===== config.mk =====
export PLATFORM = sky130hd
export DESIGN_NAME = nibble_packer
export DESIGN_NICKNAME = d
export VERILOG_FILES = /design/src/rtl/nibble_packer.sv
export SDC_FILE = /design/constraint.sdc
export NUM_CORES = 1
export LEC_CHECK = 0
export CAP_MARGIN = 40
export CORE_MARGIN = 2
export CORE_UTILIZATION = 58
export DETAILED_ROUTE_END_ITERATION = 10
export PLACE_DENSITY = 0.84
export SLEW_MARGIN = 5
export SYNTH_ARGS = -nofsm -noshare
export SYNTH_HDL_FRONTEND = slang
export SYNTH_SLANG_ARGS = --single-unit

===== constraint.sdc =====
create_clock -name CLK -period 7 [get_ports CLK]
set_input_delay 1.4 -clock CLK [delete_from_list [all_inputs] [get_ports CLK]]
set_output_delay 1.4 -clock CLK [all_outputs]
set_load 0.03 [all_outputs]

===== src/rtl/nibble_packer.sv =====
// nibble_packer: drains a first-word-fall-through nibble FIFO and packs
// NIBBLES consecutive nibbles into one word on a valid/ready output port.
// A flush request emits a partially filled word so stream tails are not stranded.
module nibble_packer #(
  parameter int unsigned DATA_W  = 4,
  parameter int unsigned NIBBLES = 4,
  parameter int unsigned CNT_W   = 4
) (
  input  logic                        CLK,
  input  logic                        RESET,
  input  logic [DATA_W-1:0]           rdata,
  input  logic                        empty,
  output logic                        ren,
  input  logic                        flush,
  output logic [DATA_W*NIBBLES-1:0]   out_data,
  output logic [CNT_W-1:0]            out_count,
  output logic                        out_valid,
  input  logic                        out_ready
);

  localparam int unsigned WORD_W = DATA_W * NIBBLES;

  typedef enum logic [0:0] {
    FILL = 1'b0,
    HOLD = 1'b1
  } state_t;

  state_t              r_state;
  logic [WORD_W-1:0]   r_acc;
  logic [CNT_W-1:0]    r_cnt;
  logic [WORD_W-1:0]   r_out_data;
  logic [CNT_W-1:0]    r_out_count;
  logic                r_out_valid;

  state_t              w_state_nxt;
  logic [WORD_W-1:0]   w_acc_nxt;
  logic [CNT_W-1:0]    w_cnt_nxt;
  logic [WORD_W-1:0]   w_out_data_nxt;
  logic [CNT_W-1:0]    w_out_count_nxt;
  logic                w_out_valid_nxt;

  logic                w_ren;
  logic [CNT_W-1:0]    w_cnt_inc;
  logic [CNT_W-1:0]    w_fill_n;
  logic                w_word_full;
  logic                w_flush_go;

  // Read strobe: only while filling, only when the FIFO has data, never in reset.
  assign w_ren = (r_state == FILL) & ~empty & ~RESET;

  // Nibble count after this cycle, and the two reasons to close the word.
  assign w_cnt_inc   = r_cnt + CNT_W'(1);
  assign w_fill_n    = r_cnt + CNT_W'(w_ren);
  assign w_word_full = w_ren & (w_cnt_inc == CNT_W'(NIBBLES));
  assign w_flush_go  = flush & (w_fill_n != CNT_W'(0));

  // Next-state and next-register values for the FILL/HOLD machine.
  always_comb begin
    w_state_nxt     = r_state;
    w_acc_nxt       = r_acc;
    w_cnt_nxt       = r_cnt;
    w_out_data_nxt  = r_out_data;
    w_out_count_nxt = r_out_count;
    w_out_valid_nxt = r_out_valid;

    unique case (r_state)
      FILL: begin
        if (w_ren) begin
          for (int i = 0; i < int'(NIBBLES); i++) begin
            if (r_cnt == CNT_W'(i)) begin
              w_acc_nxt[i*DATA_W +: DATA_W] = rdata;
            end
          end
          w_cnt_nxt = w_cnt_inc;
        end
        // Close the word when full or when a flush finds at least one nibble.
        if (w_word_full || w_flush_go) begin
          w_state_nxt     = HOLD;
          w_out_data_nxt  = w_acc_nxt;
          w_out_count_nxt = w_fill_n;
          w_out_valid_nxt = 1'b1;
        end
      end
      HOLD: begin
        // Word stays put until accepted; then the accumulator restarts empty.
        if (out_ready) begin
          w_state_nxt     = FILL;
          w_out_valid_nxt = 1'b0;
          w_cnt_nxt       = '0;
          w_acc_nxt       = '0;
        end
      end
      default: begin
        w_state_nxt = FILL;
      end
    endcase
  end

  // State and datapath registers with synchronous reset.
  always_ff @(posedge CLK) begin
    if (RESET) begin
      r_state     <= FILL;
      r_acc       <= '0;
      r_cnt       <= '0;
      r_out_data  <= '0;
      r_out_count <= '0;
      r_out_valid <= 1'b0;
    end else begin
      r_state     <= w_state_nxt;
      r_acc       <= w_acc_nxt;
      r_cnt       <= w_cnt_nxt;
      r_out_data  <= w_out_data_nxt;
      r_out_count <= w_out_count_nxt;
      r_out_valid <= w_out_valid_nxt;
    end
  end

  assign ren       = w_ren;
  assign out_data  = r_out_data;
  assign out_count = r_out_count;
  assign out_valid = r_out_valid;

endmodule


==> Implementation_results.wiki <==
{| class="wikitable"
! Metric !! Value
|-
| CTS buffer count || 5
|-
| Skew final || 0.00878 ns
|-
| Crit path launch type || primary input
|-
| Post-DP HPWL || 3200 µm
|-
| Global route total overflow || 0
|-
| Crit path arrival time || 3.37 ns
|-
| Cell at the root of the clock tree || sky130_fd_sc_hd__clkbuf_8
|-
| Pin slew with the least headroom to its limit || 0.934 ns
|-
| Post-synthesis sequential area ratio || 0.390
|-
| Power density over the cells || 217 mW/mm²
|-
| Hold-fix buffer count after cts || 0
|-
| Buffer depth of the longest clock path || 2
|-
| Hold Vio Cnt, Final || 0
|-
| Area leader, netlist || sky130_fd_sc_hd__dfxtp_1
|-
| Final number of max-transition violations || 0
|-
| Fin Setup TNS || 0 ns
|-
| Antenna violations before repair || 0
|-
| Area occupied by multi-input gates || 0.00120 mm²
|-
| Power Total || 0.000570 W
|-
| Clock tree from TritonCTS || done
|-
| Number of nets in the finished design || 297
|-
| CP top delay family || buffers and inverters
|-
| Area of the mapped netlist || 0.00216 mm²
|-
| Fraction of power consumed by sequential logic || 0.445
|-
| Most common cell after layout, fill and taps aside || sky130_fd_sc_hd__dfxtp_1
|-
| Clock Power Share || 0.399
|-
| Unrepaired setup endpoints after global routing || false
|-
| Gp weighted congestion || 0.784
|-
| Yosys top cell area share || 0.390
|-
| Overall die width || 65.0 µm
|-
| Worst path most repeated cell || sky130_fd_sc_hd__clkdlybuf4s50_1
|-
| Commonest cells after routing, fill and taps aside || sky130_fd_sc_hd__dfxtp_1, sky130_fd_sc_hd__nand2_1, sky130_fd_sc_hd__o21ai_0
|-
| Number of instances in the synthesized netlist || 256
|-
| Switching fraction of total power || 0.255
|-
| Floorplan Core Area || 0.00361 mm²
|-
| Result of the run || finished, final reports clean
|-
| Mean number of vias per cell || around 5.6
|-
| Cell count of the worst reg-to-reg path || 9
|-
| Number of DRC markers after the initial detailed-route iteration || approximately 150
|-
| Worst setup slack after layout || between 2 and 2.5 ns
|-
| Pin count of the biggest net entering global routing || 45
|-
| Total number of placement rows || 22
|-
| Max-capacitance violation count || 0
|-
| Total iterations of the first detailed-routing run || 4
|-
| Count of cell instances traversed by the critical path || 5
|-
| Clock period minus final worst setup slack || between 4 and 5 ns
|-
| Net load switching power || 0.000145 W
|-
| Synth Net Count || 272
|-
| Number of DRC violations after detailed routing || 0
|-
| Clock slew at the register clock pins of the worst setup and hold paths || 0.08 ns
|-
| Number of flip-flops and latches in the synthesized netlist || 42
|-
| Critical path required time || 5.60 ns
|-
| Count of yosys warnings during synthesis || 0
|-
| Synth cell types || 30
|-
| I/O pins || 31
|-
| Mean routed wirelength per cell || 14.0 µm
|-
| Port bufs || 30
|-
| Clock net sink count || 42
|-
| GR Util All Layers || 0.238
|-
| Layout cell share with drive strength beyond 1 || 0.0567
|-
| Internal || between 0.0004 and 0.0005 W
|-
| Vert. Die Dim || about 65 µm
|-
| First-pass GRT wire length || 7730 µm
|-
| Synthesized area per cell || 8.42 µm²
|-
| Top_reg_cell synth || sky130_fd_sc_hd__dfxtp_1
|-
| Via count of the first global-routing pass || around 1600
|-
| Slew headroom || 0.376
|-
| Number of cells upsized or downsized after cts || 0
|-
| Slowest stage delay, CP || 0.73 ns
|-
| Max Freq || 210 MHz
|-
| Combinational Power Share || 0.156
|-
| Area after DPL || about 0.0025 mm²
|-
| Via count || 1832
|-
| Layout Area Growth over Synthesis || 22.0%
|-
| # setup viols final || 0
|-
| Share of the core filled with cells in the final layout || 0.729
|-
| Sort of element at the end of the critical path || output port
|-
| Worst hold path stage count || 2
|-
| Die area || approximately 0.0042 mm²
|-
| Final period utilization || 0.682
|-
| DP Worst Slack || ~2.2 ns
|-
| VDD IR max || 0.131 mV
|-
| Maximum fanout count along the critical path || 44
|-
| Post-CTS setup buffers || 0
|-
| CTS HTree Levels || 2
|-
| Number of filler cells placed in the layout || 277
|-
| Worst path cell trace || clkdlybuf4s50_1 > buf_8 > nor3_2 > buf_4 > clkdlybuf4s50_1
|-
| Sequential Area || 841 µm²
|-
| Count of buffer and inverter cells on the critical path || 4
|-
| Antenna Nets Post-Route || 0
|-
| Type of the worst min-delay path || flop to flop
|-
| Reported leakage power || 1.09 nW
|-
| Number of enable flip-flop cells after synthesis || 0
|-
| Slowest stage cell, crit path || sky130_fd_sc_hd__clkdlybuf4s50_1
|-
| Effective utilization at floorplan || 0.598
|-
| Ant. Diodes || 0
|-
| Setup CP Type || primary input to output port
|-
| Clock latency of the later-clocked register in the worst-skew pair || 0.29 ns
|-
| Proportion of synthesized flip-flops having asynchronous set or reset || 0
|-
| Total detailed-routing wirelength || 4620 µm
|-
| Biggest area contributors in the synthesized netlist || sky130_fd_sc_hd__dfxtp_1, sky130_fd_sc_hd__mux2i_1, sky130_fd_sc_hd__o21ai_0
|-
| Post-route design area || 0.00263 mm²
|}
layout make-up:
cell class                      instances  area share
Tap cell                               48      0.0228
Clock inverter                          3      0.0262
Timing Repair Buffer                   35       0.139
Clock buffer                            5      0.0262
Sequential cell                        42       0.320
Multi-Input combinational cell        191       0.458
Inverter                                6     0.00856
worst paths after layout:
check                            start                        end  slack [ns]
max                              RESET                        ren        2.23
min          out_data[10]$_SDFFE_PP0P_  out_data[10]$_SDFFE_PP0P_        0.46
max reg2reg         r_state$_SDFF_PP0_  out_count[3]$_SDFFE_PP0P_        4.05
min reg2reg  out_data[10]$_SDFFE_PP0P_  out_data[10]$_SDFFE_PP0P_        0.46
power by group through the flow:
| stage | Clock (W) | Sequential (W) | Combinational, W |
|---|---|---|---|
| floorplan | 0 | 0.000262 | 0.0000579 |
| detailed placement | 0 | 0.000259 | 0.0000873 |
| CTS | 0.000232 | 0.000254 | 0.0000882 |
| global placement | 0 | 0.000259 | 0.0000828 |
| finish | 0.000228 | 0.000254 | 0.0000887 |
| global route | 0.000241 | 0.000255 | 0.0000973 |
sequential cells by signal, indices dropped and copies added (netlist names):
name,flops
r_acc,16
r_cnt,4
out_data,16
out_count,4
out_valid,1
r_state,1
logic make-up after synthesis:
logic type | count (synthesis) | share of synthesized area
and+or+nand+nor | 81 | 0.190
AOI/OAI and AO/OA | 78 | 0.214
DFF | 42 | 0.390
buffers and inverters | 23 | 0.0517
muxes | 21 | 0.0981
adders and majority gates | 7 | 0.0406
xor gates and xnor gates | 4 | 0.0162
tightest hold or removal path, cell delays in order (launching register included):
cell and delay, ns:
sky130_fd_sc_hd__dfxtp_1 0.31, sky130_fd_sc_hd__nand2_1 0.05, sky130_fd_sc_hd__mux2i_1 0.05
synthesized netlist by cell type, types with 3 or more instances:
cell type                  instances
sky130_fd_sc_hd__nor3b_1           4
sky130_fd_sc_hd__clkbuf_1         12
sky130_fd_sc_hd__and2_1            4
sky130_fd_sc_hd__a21boi_0         16
sky130_fd_sc_hd__nand3_1           3
sky130_fd_sc_hd__xor2_1            4
sky130_fd_sc_hd__ha_1              7
sky130_fd_sc_hd__and3_1           15
sky130_fd_sc_hd__mux2i_1          20
sky130_fd_sc_hd__inv_1             6
sky130_fd_sc_hd__o21ai_0          33
sky130_fd_sc_hd__nand2_1          39
sky130_fd_sc_hd__a21oi_1          24
sky130_fd_sc_hd__dfxtp_1          42
sky130_fd_sc_hd__buf_6             3
sky130_fd_sc_hd__nor2_1            5
metrics by stage:
step           instances  hold WS (ns)
6_report             330         0.460
5_1_grt              330         0.485
4_1_cts              330         0.464
3_5_place_dp         322         0.452
3_3_place_gp         319         0.444
2_1_floorplan        256         0.450
per-layer routing:
layer / track usage / vias to the layer above / share of wire / routed length, µm
li1: - / 939 / - / -
met1: 0.335 / 834 / 0.46 / 2130
met2: 0.366 / 55 / 0.46 / 2150
met3: 0.0538 / 4 / 0.067 / 311
met4: 0.0638 / 0 / 0.0087 / 40
met5: 0 / - / 0 / 0
(Power assumes the default switching activity.)
